===== src/rtl/ifetch_unit_if.sv =====
// ifetch_unit_if: bundles the fetch stage's control, flag and instruction
// memory signals. The slave modport is the fetch unit itself; the master
// modport is whatever drives it (datapath, control unit, imem).
// Optional macro IFU_JR_EN adds the register-indirect jump signals.
interface ifetch_unit_if;
  logic        stall;
  logic        halt_req;
  logic        resume;
  logic        branch;
  logic [1:0]  br_type;
  logic        jump;
  logic        zero;
  logic        msb;
  logic [31:0] imem_data;
  logic [31:0] imem_addr;
  logic [31:0] inst;
  logic [31:0] pc_plus4;
  logic        halted;
`ifdef IFU_JR_EN
  logic        jr;
  logic [31:0] jr_target;
`endif

  modport slave (
`ifdef IFU_JR_EN
    input  jr, jr_target,
`endif
    input  stall, halt_req, resume, branch, br_type, jump, zero, msb,
    input  imem_data,
    output imem_addr, inst, pc_plus4, halted
  );

  modport master (
`ifdef IFU_JR_EN
    output jr, jr_target,
`endif
    output stall, halt_req, resume, branch, br_type, jump, zero, msb,
    output imem_data,
    input  imem_addr, inst, pc_plus4, halted
  );
endinterface


===== src/rtl/ifetch_unit.sv =====
// ifetch_unit: instruction fetch stage for the single-cycle datapath.
// Holds the PC, drives the instruction memory address, hands the fetched
// instruction to the datapath and picks the next PC from jump/branch decode.
// A BOOT/RUN/HALT run-control FSM gives a reset bubble, stall and halt.
// Optional macro IFU_JR_EN adds jr/jr_target with top next-PC priority.
module ifetch_unit #(
  parameter logic [31:0] PC_RESET = 32'h0000_0000,
  parameter logic [31:0] NOP_INST = 32'h0000_0000
) (
  input  logic         clk,
  input  logic         rst,
  ifetch_unit_if.slave bus
);

  typedef enum logic [1:0] {
    BOOT = 2'd0,
    RUN  = 2'd1,
    HALT = 2'd2
  } state_t;

  state_t      state_q;
  state_t      state_d;
  logic [31:0] pc_q;
  logic [31:0] pc_plus4_w;
  logic [31:0] next_pc;
  logic [31:0] inst_w;
  logic [31:0] br_offset;
  logic        br_taken;
  logic        pc_en;
  logic        halted_w;

  // Run-control state register; reset drops into the BOOT bubble.
  always_ff @(posedge clk or posedge rst) begin
    if (rst) begin
      state_q <= BOOT;
    end else begin
      state_q <= state_d;
    end
  end

  // Next-state logic: stall only blocks the RUN->HALT transition, never BOOT.
  always_comb begin
    state_d = state_q;
    case (state_q)
      BOOT: state_d = RUN;
      RUN: begin
        if (!bus.stall && bus.halt_req) begin
          state_d = HALT;
        end
      end
      HALT: begin
        if (bus.resume) begin
          state_d = RUN;
        end
      end
      default: state_d = BOOT;
    endcase
  end

  // State-dependent outputs: memory data only reaches the datapath in RUN.
  always_comb begin
    inst_w   = NOP_INST;
    halted_w = 1'b0;
    pc_en    = 1'b0;
    case (state_q)
      RUN: begin
        inst_w = bus.imem_data;
        pc_en  = !bus.stall;
      end
      HALT: begin
        halted_w = 1'b1;
      end
      default: begin
        inst_w   = NOP_INST;
        halted_w = 1'b0;
        pc_en    = 1'b0;
      end
    endcase
  end

  // Branch condition from the ALU flags of the instruction being executed.
  always_comb begin
    br_taken = 1'b0;
    case (bus.br_type)
      2'b00: br_taken = bus.zero;
      2'b01: br_taken = !bus.zero;
      2'b10: br_taken = !bus.msb && !bus.zero;
      2'b11: br_taken = bus.msb;
      default: br_taken = 1'b0;
    endcase
  end

  assign pc_plus4_w = pc_q + 32'd4;
  assign br_offset  = {{14{inst_w[15]}}, inst_w[15:0], 2'b00};

  // Next-PC select: (jr) > jump > taken branch > sequential, all modulo 2^32.
  always_comb begin
    next_pc = pc_plus4_w;
`ifdef IFU_JR_EN
    if (bus.jr) begin
      next_pc = bus.jr_target & 32'hFFFF_FFFC;
    end else if (bus.jump) begin
      next_pc = {pc_plus4_w[31:28], inst_w[25:0], 2'b00};
    end else if (bus.branch && br_taken) begin
      next_pc = pc_plus4_w + br_offset;
    end
`else
    if (bus.jump) begin
      next_pc = {pc_plus4_w[31:28], inst_w[25:0], 2'b00};
    end else if (bus.branch && br_taken) begin
      next_pc = pc_plus4_w + br_offset;
    end
`endif
  end

  // PC register: advances only in RUN without stall, so BOOT and HALT hold it.
  always_ff @(posedge clk or posedge rst) begin
    if (rst) begin
      pc_q <= PC_RESET;
    end else if (pc_en) begin
      pc_q <= next_pc;
    end
  end

  assign bus.imem_addr = pc_q;
  assign bus.inst      = inst_w;
  assign bus.pc_plus4  = pc_plus4_w;
  assign bus.halted    = halted_w;

endmodule


===== src/flat_wrapper.sv =====
// flat-port wrapper written by rule: the top's interface ports become plain ports
module ifetch_unit_flat 
#(
  parameter logic [31:0] PC_RESET = 32'h0000_0000,
  parameter logic [31:0] NOP_INST = 32'h0000_0000
)
  (clk, rst, bus_stall, bus_halt_req, bus_resume, bus_branch, bus_br_type, bus_jump, bus_zero, bus_msb, bus_imem_data, bus_imem_addr, bus_inst, bus_pc_plus4, bus_halted);
  ifetch_unit_if bus_i ();
  input  logic clk;
  input  logic rst;
  input wire logic [$bits(bus_i.stall)-1:0] bus_stall;
  input wire logic [$bits(bus_i.halt_req)-1:0] bus_halt_req;
  input wire logic [$bits(bus_i.resume)-1:0] bus_resume;
  input wire logic [$bits(bus_i.branch)-1:0] bus_branch;
  input wire logic [$bits(bus_i.br_type)-1:0] bus_br_type;
  input wire logic [$bits(bus_i.jump)-1:0] bus_jump;
  input wire logic [$bits(bus_i.zero)-1:0] bus_zero;
  input wire logic [$bits(bus_i.msb)-1:0] bus_msb;
  input wire logic [$bits(bus_i.imem_data)-1:0] bus_imem_data;
  output wire logic [$bits(bus_i.imem_addr)-1:0] bus_imem_addr;
  output wire logic [$bits(bus_i.inst)-1:0] bus_inst;
  output wire logic [$bits(bus_i.pc_plus4)-1:0] bus_pc_plus4;
  output wire logic [$bits(bus_i.halted)-1:0] bus_halted;
  assign bus_i.stall = bus_stall;
  assign bus_i.halt_req = bus_halt_req;
  assign bus_i.resume = bus_resume;
  assign bus_i.branch = bus_branch;
  assign bus_i.br_type = bus_br_type;
  assign bus_i.jump = bus_jump;
  assign bus_i.zero = bus_zero;
  assign bus_i.msb = bus_msb;
  assign bus_i.imem_data = bus_imem_data;
  assign bus_imem_addr = bus_i.imem_addr;
  assign bus_inst = bus_i.inst;
  assign bus_pc_plus4 = bus_i.pc_plus4;
  assign bus_halted = bus_i.halted;
  ifetch_unit #(.PC_RESET(PC_RESET), .NOP_INST(NOP_INST)) u_core (.clk(clk), .rst(rst), .bus(bus_i));
endmodule

===== config.mk =====
export PLATFORM = sky130hd
export DESIGN_NAME = ifetch_unit_flat
export DESIGN_NICKNAME = d
export VERILOG_FILES = /design/src/rtl/ifetch_unit_if.sv /design/src/rtl/ifetch_unit.sv /design/src/flat_wrapper.sv
export SDC_FILE = /design/constraint.sdc
export NUM_CORES = 1
export LEC_CHECK = 0
export CORE_UTILIZATION = 40
export CTS_CLUSTER_DIAMETER = 100
export DETAILED_ROUTE_END_ITERATION = 8
export PLACE_DENSITY = 0.71
export SLEW_MARGIN = 25
export SYNTH_ARGS = -nofsm -noshare
export SYNTH_HDL_FRONTEND = slang
export SYNTH_SLANG_ARGS = --single-unit
export TNS_END_PERCENT = 1

===== constraint.sdc =====
create_clock -name clk -period 3.7 [get_ports clk]
set_clock_uncertainty 0.05 [all_clocks]
set_input_delay 0.555 -clock clk [delete_from_list [all_inputs] [get_ports clk]]
set_output_delay 0.555 -clock clk [all_outputs]
set_load 0.005 [all_outputs]

==> Word-level counts from Yosys, hierarchy flattened <==
Index checks and enable logic that the tools add are counted.
Widths: inputs -> output; s select.
{ "totals": {"reg_bits": 34, "word_cells": 29, "in_bits": 43} }
{ "op_classes": {"n_mux": 9, "eq_ne": 7, "n_reduce_logical": 9, "n_addsub": 2} }
{ "ops": {"columns": ["op", "count"], "rows": [
  ["$mux 32", 3],
  ["$add 32x3->32 const B", 1],
  ["$add 32x32->32", 1],
  ["$eq 2x2->1 const B", 3],
  ["$pmux 2 s3", 1],
  ["$eq 2x1->1 const B", 2],
  ["$logic_not 2->1", 2],
  ["$mux 2", 2],
  ["$pmux 1 s4", 1],
  ["$logic_and 1x1->1", 3],
  ["$logic_not 1->1", 3],
  ["$mux 1", 2],
  ["$ne 2x1->1 const B", 1],
  ["$ne 2x2->1 const B", 1],
  ["$reduce_and 2->1", 1]
]} }

==> Depth between registers and ports, before layout <==
{ "depth": {"ltp_word": 6, "ltp_mapped": 16} }

==> Least setup slack after synthesis <==
No wires, ideal clock.
{ "synth_path": {"kind": "flip-flop to flip-flop", "startpoint": "register u_core.pc_q[2] (netlist: u_core.bus.imem_addr[2])", "endpoint": "register u_core.pc_q[29] (netlist: u_core.bus.imem_addr[29])", "period_less_slack_ns": 3.542, "path_slack_ns": 0.158, "stages_incl_launch_ff": 16, "setup_time_ns": 0.128, "arrival_time_ns": 3.364, "path_cell_list": "dfrtp_1 -> ha_1 -> nand4_1 -> or3_1 -> nor3_1 -> nand4_1 -> xnor2_1 -> ha_1 -> clkbuf_1 -> a21o_1 -> a21o_1 -> a221oi_1 -> o221ai_1 -> nor2_1 -> mux2i_1 -> nand3_1"} }
{ "synth_between": {"elab_chain_len": 4} }
{ "synth_rtl": {"columns": ["item", "line", "text"], "rows": [
  ["from (decl)", "ifetch_unit.sv:23", "logic [31:0] pc_q;"],
  ["from (signal assigned)", "ifetch_unit.sv:121", "pc_q <= next_pc;"],
  ["$add 32x3->32", "ifetch_unit.sv:93", "assign pc_plus4_w = pc_q + 32'd4;"],
  ["via bus_pc_plus4[22]", "flat_wrapper.sv:22", "output wire logic [$bits(bus_i.pc_plus4)-1:0] bus_pc_plus4;"],
  ["$add 32x32->32", "ifetch_unit.sv:111", "next_pc = pc_plus4_w + br_offset;"],
  ["$mux 32", "ifetch_unit.sv:110", "end else if (bus.branch && br_taken) begin"],
  ["$mux 32", "ifetch_unit.sv:108", "if (bus.jump) begin"]
]} }
The timed path passes the listed nets, and every way through them passes these cells.
A chain may end at the register's enable or synchronous reset.

==> Worst setup path after layout <==
{ "layout_path": {"startpoint": "register u_core.pc_q[3] (netlist: u_core.bus.imem_addr[3])", "endpoint": "register u_core.pc_q[21] (netlist: u_core.bus.imem_addr[21])"} }
{ "layout_between": {"elab_chain_len": 4} }
{ "layout_rtl": {"columns": ["item", "line"], "rows": [
  ["$add 32x3->32 *", "ifetch_unit.sv:93"],
  ["$add 32x32->32", "ifetch_unit.sv:111"],
  ["$mux 32 *", "ifetch_unit.sv:110"],
  ["$mux 32 *", "ifetch_unit.sv:108"]
]} }
Every way passes the cells marked *; elsewhere a longest branch is shown, timed or not.

==> flow_summary.json <==
{
  "path_clk_slew_ps": 80,
  "maxSlewHeadroom": 0.656,
  "drt_iter0_drc": 383,
  "grt_pass1_wl_um": 26400,
  "cts-buffers-inserted": 5,
  "synthFlopType": "dfrtp_1",
  "rows": 37,
  "max_cap_viol_count": 0,
  "postCtsHoldBufs": 0,
  "dieArea_sq_um": 11400,
  "leakage_nw": 2.72,
  "rsz0062_at_grt": "true",
  "cp.required_ps": 3830,
  "area_growth_syn_to_layout_pct": 46.3,
  "via_per_inst": 5.91,
  "firstDrtPassIters": 5,
  "crit_arrival_ps": 3630,
  "drc": 0,
  "clkLatencyLatePin_ps": 300,
  "die_x_um": 107,
  "io_buffers": 135,
  "wl_per_cell_um": 18.5,
  "clkSinkCount": 32,
  "vias": 5301,
  "netlist_area_sq_um": 4400,
  "ys_ff_latch": 32,
  "fmax_mhz": 286,
  "synth_edf_count": 0,
  "syn_avg_cell_area_sq_um": 7.60,
  "grt_pass1_vias": 5074,
  "core_sq_um": 10500,
  "grt-ovfl-total": 0,
  "cts_tree": "done",
  "final_common_cell": "clkdlybuf4s50_1",
  "ioPinCount": 140,
  "synthDistinctLibCells": 74,
  "status": "complete, no violations",
  "clk_root_buffer_cell": "clkbuf_8",
  "diodes": 0,
  "min_period_ps": 3500,
  "fp.dieH_um": 107,
  "irDropWorstVdd_mv": 0.388,
  "final_max_slew_viol_count": 0,
  "final_util": 0.613,
  "hpwl_um": 13200,
  "fin_tns_setup_ps": 0,
  "track_usage": 0.292,
  "cts_buffer_depth": 2,
  "min_period_over_period": 0.945,
  "wl_um": 16600,
  "cts.htree.levels": 2,
  "ant_nets": 0,
  "worst_slew_pin_slew_ps": 504,
  "seq_area_frac_synth": 0.182,
  "place_congestion": 0.956,
  "drive_gt1_frac": 0.143,
  "cp-end-kind": "register",
  "grt_max_degree": 42,
  "report.final.hold_viol_count": 0,
  "setup_viol": 0,
  "crit_type": "register to register",
  "worstSetupStartpointType": "register",
  "p_per_area_nw_per_um2": 701,
  "nets": 840,
  "start_util": 0.419,
  "antenna_found_initial": 0,
  "synth_warnings": 0,
  "crit_path_max_fanout": 6,
  "postSynth.asyncResetShare": 1.00,
  "mostFrequentLayoutCells": "135 x clkdlybuf4s50_1, 63 x buf_4, 62 x nand2_1",
  "syn_inst": 579,
  "hold_path.class": "register to register"
}
==> cell usage after synthesis (all sizes together), types with 14 or more instances <==
| library cell | count | area share |
|---|---|---|
| nand3 | 23 | 0.030 |
| ha | 36 | 0.10 |
| nand4 | 15 | 0.021 |
| a21oi | 50 | 0.057 |
| dfrtp | 32 | 0.18 |
| xor2 | 16 | 0.034 |
| inv | 17 | 0.015 |
| xnor2 | 27 | 0.055 |
| and2 | 34 | 0.048 |
| nor2 | 40 | 0.036 |
| nand2 | 62 | 0.053 |
| o21ai | 44 | 0.051 |
| clkbuf | 19 | 0.023 |
| and3 | 14 | 0.022 |
| nor3 | 15 | 0.020 |
==> path summary, 6_finish.rpt <==
check | slack (ps) | start | cells past startpoint | end
hold reg to reg | 540 | u_core.bus.imem_addr[15] | 2 | u_core.bus.imem_addr[15]
setup reg to reg | 200 | u_core.bus.imem_addr[3] | 15 | u_core.bus.imem_addr[21]
setup / recovery | 200 | u_core.bus.imem_addr[3] | 15 | u_core.bus.imem_addr[21]
min in group asynchronous | 620 | rst | 3 | u_core.state_q[1]
hold / removal | 540 | u_core.bus.imem_addr[15] | 2 | u_core.bus.imem_addr[15]
max in group asynchronous | 2620 | rst | 3 | u_core.bus.imem_addr[2]
==> where the power goes <==
part | switching [mW] | internal [mW]
clock network | 0.155 | 0.152
logic | 1.69 | 1.79
registers | 0.231 | 0.492
==> cells by family (layout without fill, tap and decap cells) <==
kind of cell	after synthesis	after routing	share of synthesized area
DFF	32	32	0.182
other	1	4	0.000852
AOI/OAI and AO/OA	171	171	0.253
muxes	12	12	0.0282
adders and majority gates	37	37	0.107
and+or+nand+nor	238	238	0.288
xor gates and xnor gates	43	43	0.0890
buffers and inverters	45	224	0.0512
==> layer usage <==
metal  GRT usage  vias to the layer above  part of all wire
met3      0.0316                       21             0.080
met4      0.0744                        0             0.017
met5           0                        -                 0
li1            -                     2478                 -
met1       0.401                     2548              0.44
met2       0.488                      254              0.47
==> worst max-delay path, stage by stage, from the launching register on <==
cell      delay (ps)
dfrtp_1          350
ha_2             210
nand4_1          140
buf_4            180
nor2_1           110
xor2_1           250
ha_1             340
a21oi_1          270
o21bai_1         140
a211oi_2         310
a21o_1           210
a31oi_1          120
or3_1            320
a31oi_1          180
buf_4            150
o22ai_1           70
==> state kept, by name, summed over array words and instances, names as in the netlist <==
register	cells
u_core.bus.imem_addr	30
u_core.state_q	2
==> timing repair <==
action,in CTS,in global routing
setup buffers,0,1
endpoints found under the setup margin,0,12
gates resized for setup,0,19
==> final cells by class <==
cell class	instances	area (sq um)
clock buffer	8	90.1
fill	990	4070
inverter	17	63.8
multi-input combinational	505	3470
sequential	32	801
tap	136	170
timing repair buffer	199	1840
==> stage by stage <==
| stage | cells | power [mW] | instance area, sq um | setup WS [ps] | hold WS, ps |
|---|---|---|---|---|---|
| 2_1_floorplan | 582 | 2.49 | 4410 | 158 | 471 |
| 3_3_place_gp | 888 | 4.04 | 6260 | 29.7 | 494 |
| 3_5_place_dp | 888 | 4.08 | 6260 | -21.7 | 509 |
| 4_1_cts | 896 | 4.41 | 6350 | 84.7 | 526 |
| 5_1_grt | 897 | 4.84 | 6440 | -28.1 | 570 |
| 6_report | 897 | 4.51 | 6440 | 203 | 539 |
Power figures use the tool's default switching activity.
